## config.mk

```make
export PLATFORM = sky130hd
export DESIGN_NAME = vga_key_mode_ctrl
export DESIGN_NICKNAME = d
export VERILOG_FILES = /design/src/rtl/vga_key_mode_ctrl.sv
export SDC_FILE = /design/constraint.sdc
export NUM_CORES = 1
export LEC_CHECK = 0
export ABC_CLOCK_PERIOD_IN_PS = 3600
export BUFFER_PORTS_ARGS = -buffer_cell sky130_fd_sc_hd__clkbuf_2
export CAP_MARGIN = 30
export CORE_UTILIZATION = 30
export CTS_CLUSTER_SIZE = 30
export DETAILED_ROUTE_END_ITERATION = 8
export PLACE_DENSITY = 0.51
export SYNTH_ARGS = -nofsm -noshare
export SYNTH_HDL_FRONTEND = slang
export SYNTH_SLANG_ARGS = --single-unit
```

## constraint.sdc

```tcl
create_clock -name clk -period 3.6 [get_ports clk]
set_input_delay 0.36 -clock clk [delete_from_list [all_inputs] [get_ports clk]]
set_output_delay 0.36 -clock clk [all_outputs]
set_load 0.1 [all_outputs]
```

## src/rtl/vga_key_mode_ctrl.sv

```systemverilog
`default_nettype none
// +----------------------------------------------------------------------------+
// | vga_key_mode_ctrl : key debounce plus frame-aligned picture-mode selection |
// | Rev 1.0                                                                    |
// +----------------------------------------------------------------------------+
module vga_key_mode_ctrl #(
  parameter int CNT_MAX    = 1000000,
  parameter int MODE_NUM   = 4,
  parameter int MODE_W     = 2,
  parameter bit FRAME_SYNC = 1'b1
) (
  input  logic              clk,
  input  logic              rst,
  input  logic [1:0]        key,
  input  logic              frame_start,
  output logic [1:0]        key_level,
  output logic [1:0]        key_press,
  output logic [MODE_W-1:0] mode,
  output logic [MODE_W-1:0] mode_pend,
  output logic              mode_upd
);

  localparam int                CNT_W     = (CNT_MAX > 1) ? $clog2(CNT_MAX) : 1;
  localparam logic [CNT_W-1:0]  CNT_LAST  = CNT_W'(CNT_MAX - 1);
  localparam logic [MODE_W-1:0] MODE_LAST = MODE_W'(MODE_NUM - 1);

  localparam logic [1:0] S_IDLE       = 2'd0;
  localparam logic [1:0] S_PRESS_FILT = 2'd1;
  localparam logic [1:0] S_DOWN       = 2'd2;
  localparam logic [1:0] S_REL_FILT   = 2'd3;

  // Synchronizers reset to the released level so reset never fakes a press.
  logic [1:0] sync1_q, sync2_q;

  always_ff @(posedge clk) begin
    if (rst) begin
      sync1_q <= 2'b11;
      sync2_q <= 2'b11;
    end else begin
      sync1_q <= key;
      sync2_q <= sync1_q;
    end
  end

  for (genvar i = 0; i < 2; i++) begin : g_key
    logic [1:0]       state_q, state_d;
    logic [CNT_W-1:0] cnt_q, cnt_d;
    logic             press_q, press_d;
    logic             level;
    logic             ks;

    assign ks = sync2_q[i];

    always_ff @(posedge clk) begin
      if (rst) begin
        state_q <= S_IDLE;
        cnt_q   <= '0;
        press_q <= 1'b0;
      end else begin
        state_q <= state_d;
        cnt_q   <= cnt_d;
        press_q <= press_d;
      end
    end

    always_comb begin
      state_d = state_q;
      cnt_d   = cnt_q;
      case (state_q)
        S_IDLE: begin
          if (!ks) begin
            state_d = S_PRESS_FILT;
            cnt_d   = '0;
          end
        end
        S_PRESS_FILT: begin
          if (ks) begin
            state_d = S_IDLE;
            cnt_d   = '0;
          end else if (cnt_q == CNT_LAST) begin
            state_d = S_DOWN;
          end else begin
            cnt_d = cnt_q + CNT_W'(1);
          end
        end
        S_DOWN: begin
          if (ks) begin
            state_d = S_REL_FILT;
            cnt_d   = '0;
          end
        end
        S_REL_FILT: begin
          if (!ks) begin
            state_d = S_DOWN;
            cnt_d   = '0;
          end else if (cnt_q == CNT_LAST) begin
            state_d = S_IDLE;
          end else begin
            cnt_d = cnt_q + CNT_W'(1);
          end
        end
        default: begin
          state_d = S_IDLE;
          cnt_d   = '0;
        end
      endcase
    end

    // Only a completed press filter pulses; a release bounce back to DOWN does not.
    always_comb begin
      level   = (state_q == S_DOWN) || (state_q == S_REL_FILT);
      press_d = (state_q == S_PRESS_FILT) && (state_d == S_DOWN);
    end

    assign key_level[i] = level;
    assign key_press[i] = press_q;
  end

  logic [MODE_W-1:0] mode_pend_q, mode_pend_d;
  logic [MODE_W-1:0] mode_q, mode_d;
  logic              mode_upd_q, mode_upd_d;

  always_ff @(posedge clk) begin
    if (rst) begin
      mode_pend_q <= '0;
      mode_q      <= '0;
      mode_upd_q  <= 1'b0;
    end else begin
      mode_pend_q <= mode_pend_d;
      mode_q      <= mode_d;
      mode_upd_q  <= mode_upd_d;
    end
  end

  always_comb begin
    mode_pend_d = mode_pend_q;
    case (key_press)
      2'b01:   mode_pend_d = (mode_pend_q == MODE_LAST) ? '0 : mode_pend_q + MODE_W'(1);
      2'b10:   mode_pend_d = (mode_pend_q == '0) ? MODE_LAST : mode_pend_q - MODE_W'(1);
      default: mode_pend_d = mode_pend_q;
    endcase

    // A pend update coinciding with frame_start lands on the following frame.
    if (FRAME_SYNC) begin
      mode_d = frame_start ? mode_pend_q : mode_q;
    end else begin
      mode_d = mode_pend_q;
    end
    mode_upd_d = (mode_d != mode_q);
  end

  assign mode      = mode_q;
  assign mode_pend = mode_pend_q;
  assign mode_upd  = mode_upd_q;

endmodule
`default_nettype wire

```

=== Yosys cells after proc, flatten, opt, wreduce, memory -nomap -nowiden ===
Index checks and enable logic that the tools add are counted.

* Flip-flop bits (word level): 55
* Bits of input ports: 5
* Output and inout bits: 9
* Word-level logic and storage cells: 73

* Add/sub/neg operators: 4
* Equal/unequal tests: 18
* Muxes and demuxes: 30
* Reductions and logical operators: 10

{| class="wikitable"
|+ Operator list
! kind !! count
|-
| $mux 20 || 10
|-
| $pmux 20 s4 || 2
|-
| $add 20x1->20 const B || 2
|-
| $eq 20x20->1 const B || 2
|-
| $mux 2 || 15
|-
| $eq 2x2->1 const B || 8
|-
| $pmux 2 s4 || 2
|-
| $ne 2x2->1 const B || 4
|-
| $eq 2x1->1 const B || 3
|-
| $logic_not 2->1 || 3
|-
| $pmux 2 s2 || 1
|-
| $reduce_and 2->1 || 2
|-
| $add 2x1->2 const B || 1
|-
| $logic_and 1x1->1 || 2
|-
| $logic_or 1x1->1 || 2
|-
| $ne 2x2->1 || 1
|-
| $reduce_bool 2->1 || 1
|-
| $sub 2x1->2 const B || 1
|}

=== Depth between registers and ports, before layout ===
Gate-level depths: netlist of the first run.

* Word-level depth: 6
* Mapped depth: 7
* Gate-level depth less buffers: 6

=== Worst setup path before layout of the first run ===
Ideal clock, no wire load.

* Kind: flip-flop to flip-flop
* Start: register mode_pend_q[0], in the netlist mode_pend[0]
* End: register mode_pend_q[1], in the netlist mode_pend[1]
* Setup time: 0.086 ns
* Arrival time: 1.837 ns
* Data required time: 3.514 ns
* Setup slack: 1.678 ns
* Cell stages (with the launch flop): 6
* Path buffers: 0
* Clock period less this slack: 1.922 ns
* Cell sequence: dfxtp_1 -> inv_1 -> ha_1 -> xor2_1 -> nor2_1 -> a211oi_1

* Cells in the longest elaborated chain, start to end: 3
* Elaborated cells between the ends (all ways): 7
* Those cells by class: 2 x add/sub; 1 x eq/ne; 3 x mux; 1 x reduce/logical

{| class="wikitable"
|+ RTL lines
! what !! line !! source
|-
| start: declaration || 119 || <nowiki>logic [MODE_W-1:0] mode_pend_q, mode_pend_d;</nowiki>
|-
| start signal: assignment || 129 || <nowiki>mode_pend_q <= mode_pend_d;</nowiki>
|-
| $sub 2x1->2, or another cell as far along || 139 || <nowiki>2'b10: mode_pend_d = (mode_pend_q == '0) ? MODE_LAST : mode_pend_q - MODE_W'(1);</nowiki>
|-
| $mux 2, on equally long branches || 139, 138 ||
|-
| $pmux 2 s2 (*) || 137 || <nowiki>case (key_press)</nowiki>
|}

Mark *: on every way between the ends. The rest lies on a longest branch, timed or not.
A chain may end at the register's enable or synchronous reset.

=== Worst setup path after layout of the first run ===
* Start: register g_key[1].cnt_q[0]
* End: register g_key[1].cnt_q[6]

* Cells in the longest elaborated chain, start to end: 4
* Elaborated cells between the ends (all ways): 6
* Those cells by class: 1 x add/sub; 1 x eq/ne; 4 x mux

{| class="wikitable"
|+ RTL lines
! what !! line !! source
|-
| start: declaration || 47 || <nowiki>logic [CNT_W-1:0] cnt_q, cnt_d;</nowiki>
|-
| start signal: assignment || 61 || <nowiki>cnt_q <= cnt_d;</nowiki>
|-
| $add 20x1->20 / $eq 20x20->1 (equally long branches) || n/a ||
|-
| $mux 20 (*) || 80, 96 ||
|-
| $mux 20, on equally long branches || 93, 77 ||
|-
| $pmux 20 s4 (*) || 69 || <nowiki>case (state_q)</nowiki>
|}

Marked as above.

==> impl_metrics.py, run 1 <==
metrics = {
    "global_routing": {
        "grt_overflow": 0,
        "antenna_found_initial": 0,
        "grt_max_degree": 27,
        "groute.usage.overall_pct": 12.57,
        "number_of_global_route_vias_before_repair": 2058,
        "grt_pass1_wl_um": 9901,
    },
    "drt": {
        "drc": 0,
        "drt_antenna_net_count": 0,
        "detailedRoute.firstIterationViolations": 169,
        "route.detailed.wl_per_inst_um": 12.92,
        "wl_um": 5737,
        "via_count": 2326,
        "drt-pass1-iter-count": 4,
        "vias_per_cell": 5.239,
    },
    "place": {
        "dp_cells": 436,
        "place_congestion": 0.8536,
        "io_buffers": 13,
        "dp_slack_ps": 1367,
        "postPlaceCellArea_um2": 2889,
        "detailed_place_hpwl_um": 4102,
    },
    "pwr": {
        "vdd_ir_drop_max_mv": 0.1792,
        "p_leak_uw": 0.0009926,
        "p_per_area_nw_per_um2": 341.3,
    },
    "worst_setup_path": {
        "crit_path_max_incr_delay_ps": 530,
        "worst-path-max-fanout": 6,
        "timing.critical_path.to_type": "flip-flop",
        "worstSetupStartpoint": "g_key[1].cnt_q[0]",
        "critPathCapture": "g_key[1].cnt_q[6]",
        "cpMaxStageDelayCell": "sky130_fd_sc_hd__or4_4",
        "rr_startpoint": "g_key[1].cnt_q[0]",
        "worstSetupStartpointType": "flip-flop",
        "critPathArrivalTime_ps": 2200,
        "crit-reg2reg-capture": "g_key[1].cnt_q[6]",
        "timing.setup.critical_path_class": "flip-flop to flip-flop",
        "cp_cell_sequence": "ha_1, nand2_2, or4_4, o21ai_0, or3_1, a21oi_1",
        "timing.reg2reg.worst_path_depth": 6,
        "worstPathRequired_ps": 3750,
        "r2r_setup_slack_ps": 1550,
    },
    "timing": {
        "drv_slew": 0,
        "layout_worst_path_cycle_share_pct": 56.84,
        "fmaxAchievable_mhz": 488.7,
        "worstMarginPinSlew_ps": 969.8,
        "clock_skew_ps": 15.13,
        "setup_slack_ps": 1554,
        "setup_tns_ps": 0,
        "layout_min_cycle_time_ps": 2046,
        "rsz0062_at_grt": "false",
        "setup_viol": 0,
        "relSlewSlack_pct": 35.11,
        "final_hold_viols": 0,
    },
    "clock_network": {
        "tritoncts.num_buffers": 5,
        "cts_tree": "built",
        "clk-insertion-delay-late_ps": 320,
        "cts_num_sinks": 55,
        "post_cts_resized": 0,
        "cts_post_setup_buffers_inserted": 0,
        "cts_max_path_bufs": 2,
        "cts_root_buf": "sky130_fd_sc_hd__clkbuf_8",
        "h-tree-depth": 2,
        "clk_pin_slew_ps": 110,
        "cts.hold.buffers_added": 0,
    },
    "final_layout": {
        "finish.instance_area_um2": 2985,
        "drive_gt1_share_pct": 12.20,
        "layout-area-overhead-vs-synth_pct": 7.817,
        "final_cell_count_no_fill": 444,
        "antennaDiodeCount": 0,
        "count_of_filler_cells_inserted_in_the_layout": 946,
        "design.final.nets": 345,
    },
    "synth": {
        "postSynthRegisterBits": 55,
        "synthArstFlopShare_pct": 0,
        "ys_dominant_reg_cell": "sky130_fd_sc_hd__dfxtp_1",
        "syn-instance-count": 329,
        "synth_enable_flop_cells": 0,
        "synth_top_cells_by_area": "sky130_fd_sc_hd__dfxtp_1 (40%), sky130_fd_sc_hd__nor2_1 (4.9%), sky130_fd_sc_hd__xor2_1 (4.7%)",
        "ys.warnings.count": 0,
        "synth_nets": 339,
        "synthDominantCellAreaShare_pct": 39.77,
        "postSynthAreaPerCell_um2": 8.416,
        "seq_area_frac_synth_pct": 39.77,
        "synthesis.area_um2": 2769,
        "yosys.area.top_type": "sky130_fd_sc_hd__dfxtp_1",
        "synth_cell_types": 53,
    },
    "floorplanning": {
        "floorplan.initialDensity_pct": 31.29,
        "core_area_um2": 8848,
        "fp.dieH_um": 98.07,
        "io_pins": 14,
        "dieArea_um2": 9618,
        "fp.dieW_um": 98.07,
        "placementRows": 34,
    },
    "outcome": {
        "run_status": "complete, no violations",
    },
    "flow_run": {
        "drv.max_cap_violation_count": 0,
    },
    "min_path": {
        "worst_hold_path_type": "input port to flip-flop",
        "worstHoldStart": "key[0]",
    },
}
sequential cells by signal (all words and copies together), names as in the netlist:
| register | count |
|---|---|
| g_key.cnt_q | 40 |
| mode_upd | 1 |
| g_key.state_q | 4 |
| sync2_q | 2 |
| mode | 2 |
| mode_pend | 2 |
| g_key.press_q | 2 |
| sync1_q | 2 |
critical path: cells and delay by family, from the launching register on:
| family | cells | cell delay, ps |
|---|---|---|
| AO/OA/AOI/OAI | 2 | 500 |
| adder cells (fa/ha/maj) | 1 | 220 |
| flip-flops | 1 | 380 |
| AND/OR/NAND/NOR | 3 | 790 |
layer usage:
layer  GRT usage (%)  wire (um)  up-vias
li1                -          -     1207
met4           4.312         65        0
met5               0          0        -
met3           2.577        206        5
met2           18.91       2524       36
met1           17.77       2939     1078
cell type report:
class / instances / area (um^2) / area share [%]
flip-flops and latches: 55 / 1101 / 36.88
inverters: 7 / 26.28 / 0.8801
clock buffers: 5 / 68.82 / 2.305
multi-input cells: 253 / 1562 / 52.31
clock inverters: 3 / 27.53 / 0.9220
well taps: 108 / 135.1 / 4.526
repair buffers: 13 / 65.06 / 2.179
stage by stage:
step | hold WS, ps | power, uW | utilization, %
4_1_cts | 208.3 | 1038 | 33.74
5_1_grt | 209.1 | 1068 | 33.74
2_1_floorplan | 389.5 | 658.5 | -
3_5_place_dp | 398.4 | 667.3 | 32.65
6_report | 220.1 | 1019 | 33.74
3_3_place_gp | 397.8 | 667.6 | 32.65
Yosys cell counts (2+ instances only):
cell type                  count
sky130_fd_sc_hd__nand3_1      20
sky130_fd_sc_hd__nand4_1      19
sky130_fd_sc_hd__a21oi_1      16
sky130_fd_sc_hd__a31oi_1       5
sky130_fd_sc_hd__o211ai_1      2
sky130_fd_sc_hd__nor3_1        5
sky130_fd_sc_hd__nor4_1        5
sky130_fd_sc_hd__dfxtp_1      55
sky130_fd_sc_hd__ha_1          5
sky130_fd_sc_hd__or4_1         5
sky130_fd_sc_hd__nor2_1       36
sky130_fd_sc_hd__and3_1        3
sky130_fd_sc_hd__a211oi_1      5
sky130_fd_sc_hd__xor2_1       15
sky130_fd_sc_hd__a21o_1        3
sky130_fd_sc_hd__clkbuf_1      7
sky130_fd_sc_hd__or4_4         2
sky130_fd_sc_hd__nor4bb_1      2
sky130_fd_sc_hd__or2_2         6
sky130_fd_sc_hd__xnor2_1       7
sky130_fd_sc_hd__mux2i_1       3
sky130_fd_sc_hd__or3_1        11
sky130_fd_sc_hd__and2_1        3
sky130_fd_sc_hd__inv_1         7
sky130_fd_sc_hd__a311oi_1      2
sky130_fd_sc_hd__buf_4         5
sky130_fd_sc_hd__and3_2        3
sky130_fd_sc_hd__nand2_1      26
sky130_fd_sc_hd__a22o_1        2
sky130_fd_sc_hd__nand2b_1      3
sky130_fd_sc_hd__o21ai_0      19
worst min path at each step:
stage | to | slack (ps) | cells after the start
6_report | sync1_q[0] | 220 | 2
5_1_grt | sync1_q[1] | 210 | 2
4_1_cts | sync1_q[1] | 210 | 2
3_5_place_dp | sync2_q[0] | 400 | 1
3_3_place_gp | sync2_q[0] | 400 | 1
2_1_floorplan | sync2_q[0] | 390 | 1
kinds of logic after synthesis:
logic type	synth area share, %
AND/OR/NAND/NOR	32.26
AO/OA/AOI/OAI	13.24
flip-flops	39.77
XOR/XNOR	7.547
buffers and inverters	3.841
adder cells (fa/ha/maj)	2.259
multiplexers	1.085
cell usage in the layout (no fill, tap or decap), types with 6 or more instances in the layout:
cell type | netlist | layout
sky130_fd_sc_hd__dfxtp_1 | 55 | 55
sky130_fd_sc_hd__nor2_1 | 36 | 36
sky130_fd_sc_hd__nand2_1 | 26 | 26
sky130_fd_sc_hd__nand3_1 | 20 | 20
sky130_fd_sc_hd__nand4_1 | 19 | 19
sky130_fd_sc_hd__o21ai_0 | 19 | 19
sky130_fd_sc_hd__a21oi_1 | 16 | 16
sky130_fd_sc_hd__xor2_1 | 15 | 15
sky130_fd_sc_hd__clkbuf_2 | 0 | 13
sky130_fd_sc_hd__or3_1 | 11 | 11
sky130_fd_sc_hd__inv_1 | 7 | 7
sky130_fd_sc_hd__xnor2_1 | 7 | 7
sky130_fd_sc_hd__or2_2 | 6 | 6
where the power goes:
part           internal, uW  leakage [uW]  switching (uW)  total, uW
Clock                   145     0.0000467             221        366
Sequential              613      0.000444            5.74        619
Combinational          11.9      0.000502            22.0       33.9
No activity file was read; power rests on OpenSTA's default activity.
==> run 2, diff against run 1 <==
--- a/config.mk
+++ b/config.mk
@@ -5,13 +5,14 @@
 export SDC_FILE = /design/constraint.sdc
 export NUM_CORES = 1
 export LEC_CHECK = 0
-export ABC_CLOCK_PERIOD_IN_PS = 3600
+export ABC_AREA = 1
+export ABC_CLOCK_PERIOD_IN_PS = 1700
 export BUFFER_PORTS_ARGS = -buffer_cell sky130_fd_sc_hd__clkbuf_2
 export CAP_MARGIN = 30
 export CORE_UTILIZATION = 30
 export CTS_CLUSTER_SIZE = 30
 export DETAILED_ROUTE_END_ITERATION = 8
-export PLACE_DENSITY = 0.51
+export PLACE_DENSITY = 0.52
 export SYNTH_ARGS = -nofsm -noshare
 export SYNTH_HDL_FRONTEND = slang
 export SYNTH_SLANG_ARGS = --single-unit
==> constraint.sdc (replaced) <==
create_clock -name clk -period 1.7 [get_ports clk]
set_input_delay 0.17 -clock clk [delete_from_list [all_inputs] [get_ports clk]]
set_output_delay 0.17 -clock clk [all_outputs]
set_load 0.1 [all_outputs]
==> run 2 against run 1 <==
- clock power increased to 3.0 times the previous value
- register-to-register slack got worse by 1400 ps
- critical path type unchanged
- worst setup slack got worse by 1400 ps
- wire length increased by 42%
- first-iteration DRC count decreased by 33%
- via count increased by 39%
- utilization increased by 1.8 points
- largest cell class unchanged
- fmax increased by 33%
==> impl_metrics.py, run 2 <==
metrics = {
    "worst_setup_path": {
        "crit-reg2reg-capture": "g_key[0].cnt_q[15]",
        "worst-path-max-fanout": 7,
        "timing.reg2reg.worst_path_depth": 9,
        "worstSetupStartpointType": "flip-flop",
        "critPathCapture": "g_key[0].cnt_q[15]",
        "cp.buffers_inverters": 3,
        "critPathArrivalTime_ps": 1810,
        "crit_path_max_incr_delay_ps": 370,
        "timing.critical_path.to_type": "flip-flop",
        "r2r_setup_slack_ps": 160,
        "cp.depth": 9,
        "timing.setup.critical_path_class": "flip-flop to flip-flop",
        "rr_startpoint": "g_key[0].cnt_q[0]",
        "cp_cell_sequence": "buf_4, inv_1, nor2_4, nand3_1, nor3_1, nand2_1, nand2_1, inv_1, nor2_1",
        "worstPathRequired_ps": 1970,
        "worstSetupStartpoint": "g_key[0].cnt_q[0]",
        "path_delay_family": "simple AND/OR/NAND/NOR gates",
        "cpMaxStageDelayCell": "sky130_fd_sc_hd__dfxtp_1",
    },
    "synth": {
        "postSynthRegisterBits": 55,
        "synthDominantCellAreaShare_pct": 33.77,
        "synthesis.area_um2": 3261,
        "synth.most_common_cell": "sky130_fd_sc_hd__nand2_1",
        "post_synth_mux_area_share_pct": 0,
        "combinational_family_with_the_most_area_after_synthesis": "simple AND/OR/NAND/NOR gates",
        "synth_enable_flop_cells": 0,
        "synth_top_cells_by_area": "sky130_fd_sc_hd__dfxtp_1 (34%), sky130_fd_sc_hd__nand2_1 (15%), sky130_fd_sc_hd__nor2_1 (9.8%)",
        "synth_nets": 525,
        "synthSimpleGateAreaFrac_pct": 41.14,
        "postSynthAreaPerCell_um2": 6.331,
        "synth_cell_types": 35,
        "synthArstFlopShare_pct": 0,
        "yosys.area.top_type": "sky130_fd_sc_hd__dfxtp_1",
        "area_fraction_in_compound_gates_after_synthesis_pct": 10.74,
        "syn-instance-count": 515,
        "ys.warnings.count": 0,
        "seq_area_frac_synth_pct": 33.77,
        "synth_common_cells": "sky130_fd_sc_hd__nand2_1 (133), sky130_fd_sc_hd__nor2_1 (85), sky130_fd_sc_hd__inv_1 (66)",
        "ys_dominant_reg_cell": "sky130_fd_sc_hd__dfxtp_1",
        "synth-adder-area-share_pct": 1.919,
        "synth-xor-area-share_pct": 2.111,
    },
    "floorplanning": {
        "fp.dieW_um": 106.3,
        "io_pins": 14,
        "floorplan.initialDensity_pct": 31.30,
        "core_area_um2": 10420,
        "dieArea_um2": 11290,
        "placementRows": 37,
        "fp.dieH_um": 106.3,
    },
    "final_layout": {
        "finalCoreUtilization_pct": 35.52,
        "most_frequent_standard_cell_in_the_layout_excluding_fill_and_tap_cells": "sky130_fd_sc_hd__nand2_1",
        "layout-area-overhead-vs-synth_pct": 13.47,
        "regMostFlops": "g_key.cnt_q",
        "largest_register_ffs": 40,
        "design.final.nets": 547,
        "final_cell_mix": "sky130_fd_sc_hd__nand2_1 (133), sky130_fd_sc_hd__nor2_1 (83), sky130_fd_sc_hd__inv_1 (66), sky130_fd_sc_hd__dfxtp_1 (53), sky130_fd_sc_hd__nand3_1 (42)",
        "top_registers": "g_key.cnt_q x40, g_key.state_q x4",
        "antennaDiodeCount": 0,
        "drive_gt1_share_pct": 12.08,
    },
    "drt": {
        "drt_antenna_net_count": 0,
        "drt-pass1-iter-count": 5,
        "via_count": 3225,
        "detailedRoute.firstIterationViolations": 114,
        "route.detailed.wl_per_inst_um": 12.09,
        "vias_per_cell": 4.785,
        "drc": 0,
        "wl_um": 8147,
    },
    "clock_network": {
        "cts_tree": "built",
        "cts.hold.buffers_added": 0,
        "cts_max_path_bufs": 2,
        "h-tree-depth": 2,
        "cts_post_setup_buffers_inserted": 0,
        "cts_num_sinks": 55,
        "cts_root_buf": "sky130_fd_sc_hd__clkbuf_8",
        "tritoncts.num_buffers": 5,
        "post_cts_resized": 0,
        "clk_pin_slew_ps": 120,
        "clk-insertion-delay-late_ps": 320,
    },
    "place": {
        "detailed_place_hpwl_um": 6142,
        "place_congestion": 0.8708,
        "io_buffers": 13,
    },
    "global_routing": {
        "antenna_found_initial": 0,
        "grt_overflow": 0,
        "groute.usage.overall_pct": 15.20,
        "number_of_global_route_vias_before_repair": 3003,
        "grt_pass1_wl_um": 13790,
        "grt_max_degree": 27,
    },
    "timing": {
        "clock_skew_ps": 19.39,
        "setup_viol": 0,
        "fmaxAchievable_mhz": 648.8,
        "relSlewSlack_pct": 63.80,
        "setup_tns_ps": 0,
        "drv_slew": 0,
        "layout_worst_path_cycle_share_pct": 90.66,
        "worstMarginPinSlew_ps": 545.4,
        "layout_min_cycle_time_ps": 1541,
        "final_hold_viols": 0,
    },
    "pwr": {
        "intPower_uw": 1931,
        "share_seq_of_total_power_pct": 52.1,
        "vdd_ir_drop_max_mv": 0.3669,
        "comb_power_share_pct": 4.4,
        "sw_frac_of_total_pct": 22.70,
        "p_leak_uw": 0.001387,
        "switching_power_uw": 566.8,
        "p_per_area_nw_per_um2": 675.0,
        "power.clock.fraction_pct": 43.5,
    },
    "min_path": {
        "worst_hold_path_type": "input port to flip-flop",
    },
    "flow_run": {
        "drv.max_cap_violation_count": 0,
    },
    "outcome": {
        "run_status": "complete, no violations",
    },
}
## run 2: metrics by stage
step	instance area, um^2	total power (uW)	hold WS, ps	std cells	worst slack, ps
after floorplan	3263	1401	273.8	515	116.9
after global placement	3540	1442	356.0	666	111.8
after detailed placement	3540	1443	360.0	666	73.25
after CTS	3680	2519	27.08	674	57.60
after global routing	3700	2593	27.70	674	-0.1454
final	3700	2497	36.02	674	158.7
## run 2: cells by family (layout without fill, tap and decap cells)
kind of cell	Yosys count	after routing
AND/OR/NAND/NOR	304	304
adder cells (fa/ha/maj)	5	5
flip-flops	55	55
XOR/XNOR	7	7
buffers and inverters	83	106
AO/OA/AOI/OAI	61	61
## run 2: final cells by class
cell class / count / area, um^2
tap: 136 / 170.2
multi-input combinational: 377 / 1843
clock inverter: 3 / 71.32
timing repair buffer: 28 / 177.7
inverter: 70 / 265.3
sequential: 55 / 1104
clock buffer: 5 / 68.82
fill: 1135 / 6716
## run 2: worst min path at each step
stage / startpoint / end / slack, ps / depth (start not counted)
after floorplan: key[0] / sync1_q[0] / 270 / 1
after global placement: key[1] / sync1_q[1] / 360 / 2
after detailed placement: key[1] / sync1_q[1] / 360 / 2
after CTS: key[1] / sync1_q[1] / 30 / 2
after global routing: key[0] / sync1_q[0] / 30 / 2
final: key[1] / sync1_q[1] / 40 / 2
## run 2: metal layers
layer  track usage, %  up-vias  routed length, um
met3            2.575       13                307
li1                 -     1686                  -
met1            19.05     1464               3804
met5                0        -                  0
met2            26.21       62               3890
met4            5.060        0                144
## run 2: power groups by stage
stage	Combinational, uW	Sequential, uW	Clock, uW
final	109	1300	1090
after global routing	122	1300	1170
after CTS	111	1300	1110
after detailed placement	111	1330	0
after global placement	110	1330	0
after floorplan	69.9	1330	0
==> run 3, diff against run 2 <==
--- a/config.mk
+++ b/config.mk
@@ -6,13 +6,13 @@
 export NUM_CORES = 1
 export LEC_CHECK = 0
 export ABC_AREA = 1
-export ABC_CLOCK_PERIOD_IN_PS = 1700
+export ABC_CLOCK_PERIOD_IN_PS = 1800
 export BUFFER_PORTS_ARGS = -buffer_cell sky130_fd_sc_hd__clkbuf_2
 export CAP_MARGIN = 30
 export CORE_UTILIZATION = 30
 export CTS_CLUSTER_SIZE = 30
 export DETAILED_ROUTE_END_ITERATION = 8
-export PLACE_DENSITY = 0.52
+export PLACE_DENSITY = 0.51
 export SYNTH_ARGS = -nofsm -noshare
 export SYNTH_HDL_FRONTEND = slang
 export SYNTH_SLANG_ARGS = --single-unit
==> constraint.sdc (replaced) <==
create_clock -name clk -period 1.8 [get_ports clk]
set_input_delay 0.18 -clock clk [delete_from_list [all_inputs] [get_ports clk]]
set_output_delay 0.18 -clock clk [all_outputs]
set_load 0.1 [all_outputs]
==> run 3 against run 2 <==
- clock power decreased by 30%
- critical path depth did not move
- sequential cell count unchanged
- highest routed layer unchanged
- critical path type unchanged
- final cell count decreased by 0.59%
- die area did not move
- largest cell class unchanged
==> impl_metrics.py, run 3 (synthesized netlist as in run 2, its figures left out) <==
metrics = {
    "outcome": {
        "run_status": "complete, no violations",
    },
    "global_routing": {
        "antenna_found_initial": 0,
        "groute.usage.overall_pct": 15.71,
        "grt_pass1_wl_um": 14190,
        "number_of_global_route_vias_before_repair": 3067,
        "grt_max_degree": 20,
        "grt_overflow": 0,
    },
    "worst_setup_path": {
        "timing.critical_path.to_type": "flip-flop",
        "rr_startpoint": "g_key[1].cnt_q[1]",
        "worst-path-max-fanout": 8,
        "timing.setup.critical_path_class": "flip-flop to flip-flop",
        "worstSetupStartpoint": "g_key[1].cnt_q[1]",
        "crit-reg2reg-capture": "g_key[1].cnt_q[0]",
        "critPathCapture": "g_key[1].cnt_q[0]",
        "critPathArrivalTime_ps": 1800,
        "r2r_setup_slack_ps": 220,
        "worstSetupStartpointType": "flip-flop",
        "timing.reg2reg.worst_path_depth": 9,
        "worstPathRequired_ps": 2020,
    },
    "pwr": {
        "sw_frac_of_total_pct": 26.16,
        "comb_power_share_pct": 5.0,
        "switching_power_uw": 547.5,
        "power.clock.fraction_pct": 36.2,
        "intPower_uw": 1545,
        "report.power.total_uw": 2093,
        "share_seq_of_total_power_pct": 58.8,
        "vdd_ir_drop_max_mv": 0.3160,
        "p_per_area_nw_per_um2": 579.6,
        "p_leak_uw": 0.001348,
    },
    "timing": {
        "final_hold_viols": 0,
        "worstMarginPinSlew_ps": 540.9,
        "fmaxAchievable_mhz": 632.9,
        "clock_skew_ps": 15.84,
        "rsz0062_at_grt": "false",
        "setup_tns_ps": 0,
        "drv_slew": 0,
        "layout_min_cycle_time_ps": 1580,
        "setup_slack_ps": 219.9,
        "relSlewSlack_pct": 64.10,
        "layout_worst_path_cycle_share_pct": 87.78,
        "setup_viol": 0,
    },
    "drt": {
        "detailedRoute.firstIterationViolations": 151,
        "vias_per_cell": 4.791,
        "wl_um": 8158,
        "drc": 0,
        "via_count": 3210,
        "drt-pass1-iter-count": 5,
        "route.detailed.wl_per_inst_um": 12.18,
        "drt_antenna_net_count": 0,
    },
    "flow_run": {
        "drv.max_cap_violation_count": 0,
    },
    "final_layout": {
        "regMostFlops": "g_key.cnt_q",
        "final_cell_mix": "sky130_fd_sc_hd__nand2_1 (133), sky130_fd_sc_hd__nor2_1 (83), sky130_fd_sc_hd__inv_1 (66), sky130_fd_sc_hd__dfxtp_1 (52), sky130_fd_sc_hd__nand3_1 (42)",
        "layout-area-overhead-vs-synth_pct": 10.74,
        "antennaDiodeCount": 0,
        "top_registers": "g_key.cnt_q x40, g_key.state_q x4",
        "design.final.nets": 543,
        "most_frequent_standard_cell_in_the_layout_excluding_fill_and_tap_cells": "sky130_fd_sc_hd__nand2_1",
        "drive_gt1_share_pct": 11.42,
        "count_of_filler_cells_inserted_in_the_layout": 1183,
        "combined_area_of_the_multi_input_logic_cells_um2": 1828,
        "largest_register_ffs": 40,
        "final-seq-area_um2": 1105,
    },
    "floorplanning": {
        "io_pins": 14,
        "dieArea_um2": 11290,
        "fp.dieW_um": 106.3,
        "floorplan.initialDensity_pct": 31.30,
        "placementRows": 37,
        "fp.dieH_um": 106.3,
        "core_area_um2": 10420,
    },
    "clock_network": {
        "clk-insertion-delay-late_ps": 310,
        "cts_num_sinks": 55,
        "h-tree-depth": 2,
        "clk_pin_slew_ps": 120,
        "cts_root_buf": "sky130_fd_sc_hd__clkbuf_8",
        "cts_tree": "built",
        "cts_post_setup_buffers_inserted": 0,
        "cts.hold.buffers_added": 0,
        "tritoncts.num_buffers": 5,
        "cts_max_path_bufs": 2,
    },
    "place": {
        "dp_slack_ps": 128.0,
        "place_congestion": 0.8766,
        "io_buffers": 13,
        "detailed_place_hpwl_um": 6188,
    },
    "min_path": {
        "worst_hold_path_type": "input port to flip-flop",
    },
}
run 3: what timing repair did:
item	in CTS	in global routing
endpoints found under the hold margin	0	0
gates resized for setup	0	3
setup endpoints to repair	0	10
run 3: critical path, cell delays in order, from the launching register on:
cell	delay (ps)
sky130_fd_sc_hd__dfxtp_1	400
sky130_fd_sc_hd__ha_1	230
sky130_fd_sc_hd__nand2_1	90
sky130_fd_sc_hd__inv_1	70
sky130_fd_sc_hd__nand2_1	60
sky130_fd_sc_hd__inv_2	100
sky130_fd_sc_hd__nand3_2	180
sky130_fd_sc_hd__nand2_1	140
sky130_fd_sc_hd__xor2_1	160
sky130_fd_sc_hd__nor2_1	50
run 3: final cells by class:
type	instances	area share (%)
inverters	70	7.346
well taps	136	4.712
repair buffers	24	4.089
multi-input cells	377	50.62
clock buffers	5	1.906
clock inverters	3	0.7277
flip-flops and latches	55	30.60
run 3: worst min path at each step:
stage            from          to  slack [ps]  depth (start not counted)
6_report       key[1]  sync1_q[1]          40                          2
5_1_grt        key[0]  sync1_q[0]          30                          2
4_1_cts        key[1]  sync1_q[1]          30                          2
3_5_place_dp   key[1]  sync1_q[1]         370                          2
3_3_place_gp   key[1]  sync1_q[1]         370                          2
2_1_floorplan  key[0]  sync1_q[0]         280                          1
run 3: power groups by stage:
| stage | Combinational [uW] | Sequential [uW] | Clock, uW |
|---|---|---|---|
| floorplan | 66.0 | 1260 | 0 |
| global placement | 104 | 1260 | 0 |
| detailed placement | 105 | 1260 | 0 |
| CTS | 105 | 1230 | 784 |
| global route | 115 | 1230 | 848 |
| finish | 105 | 1230 | 758 |
run 3: metal layers:
| metal | vias to the layer above | global-route usage (%) | wire, um |
|---|---|---|---|
| met5 | - | 0 | 0 |
| met4 | 0 | 4.663 | 129 |
| met3 | 10 | 2.882 | 377 |
| met2 | 81 | 27.23 | 3832 |
| met1 | 1446 | 19.68 | 3817 |
| li1 | 1673 | - | - |
run 3: metrics by stage:
step / cells / instance area (um^2) / util (%) / hold WS (ps)
global route: 670 / 3611 / 34.67 / 26.80
CTS: 670 / 3605 / 34.61 / 32.45
detailed placement: 662 / 3510 / 33.69 / 369.8
global placement: 662 / 3510 / 33.69 / 367.3
floorplan: 515 / 3263 / - / 283.8
finish: 670 / 3611 / 34.67 / 38.51
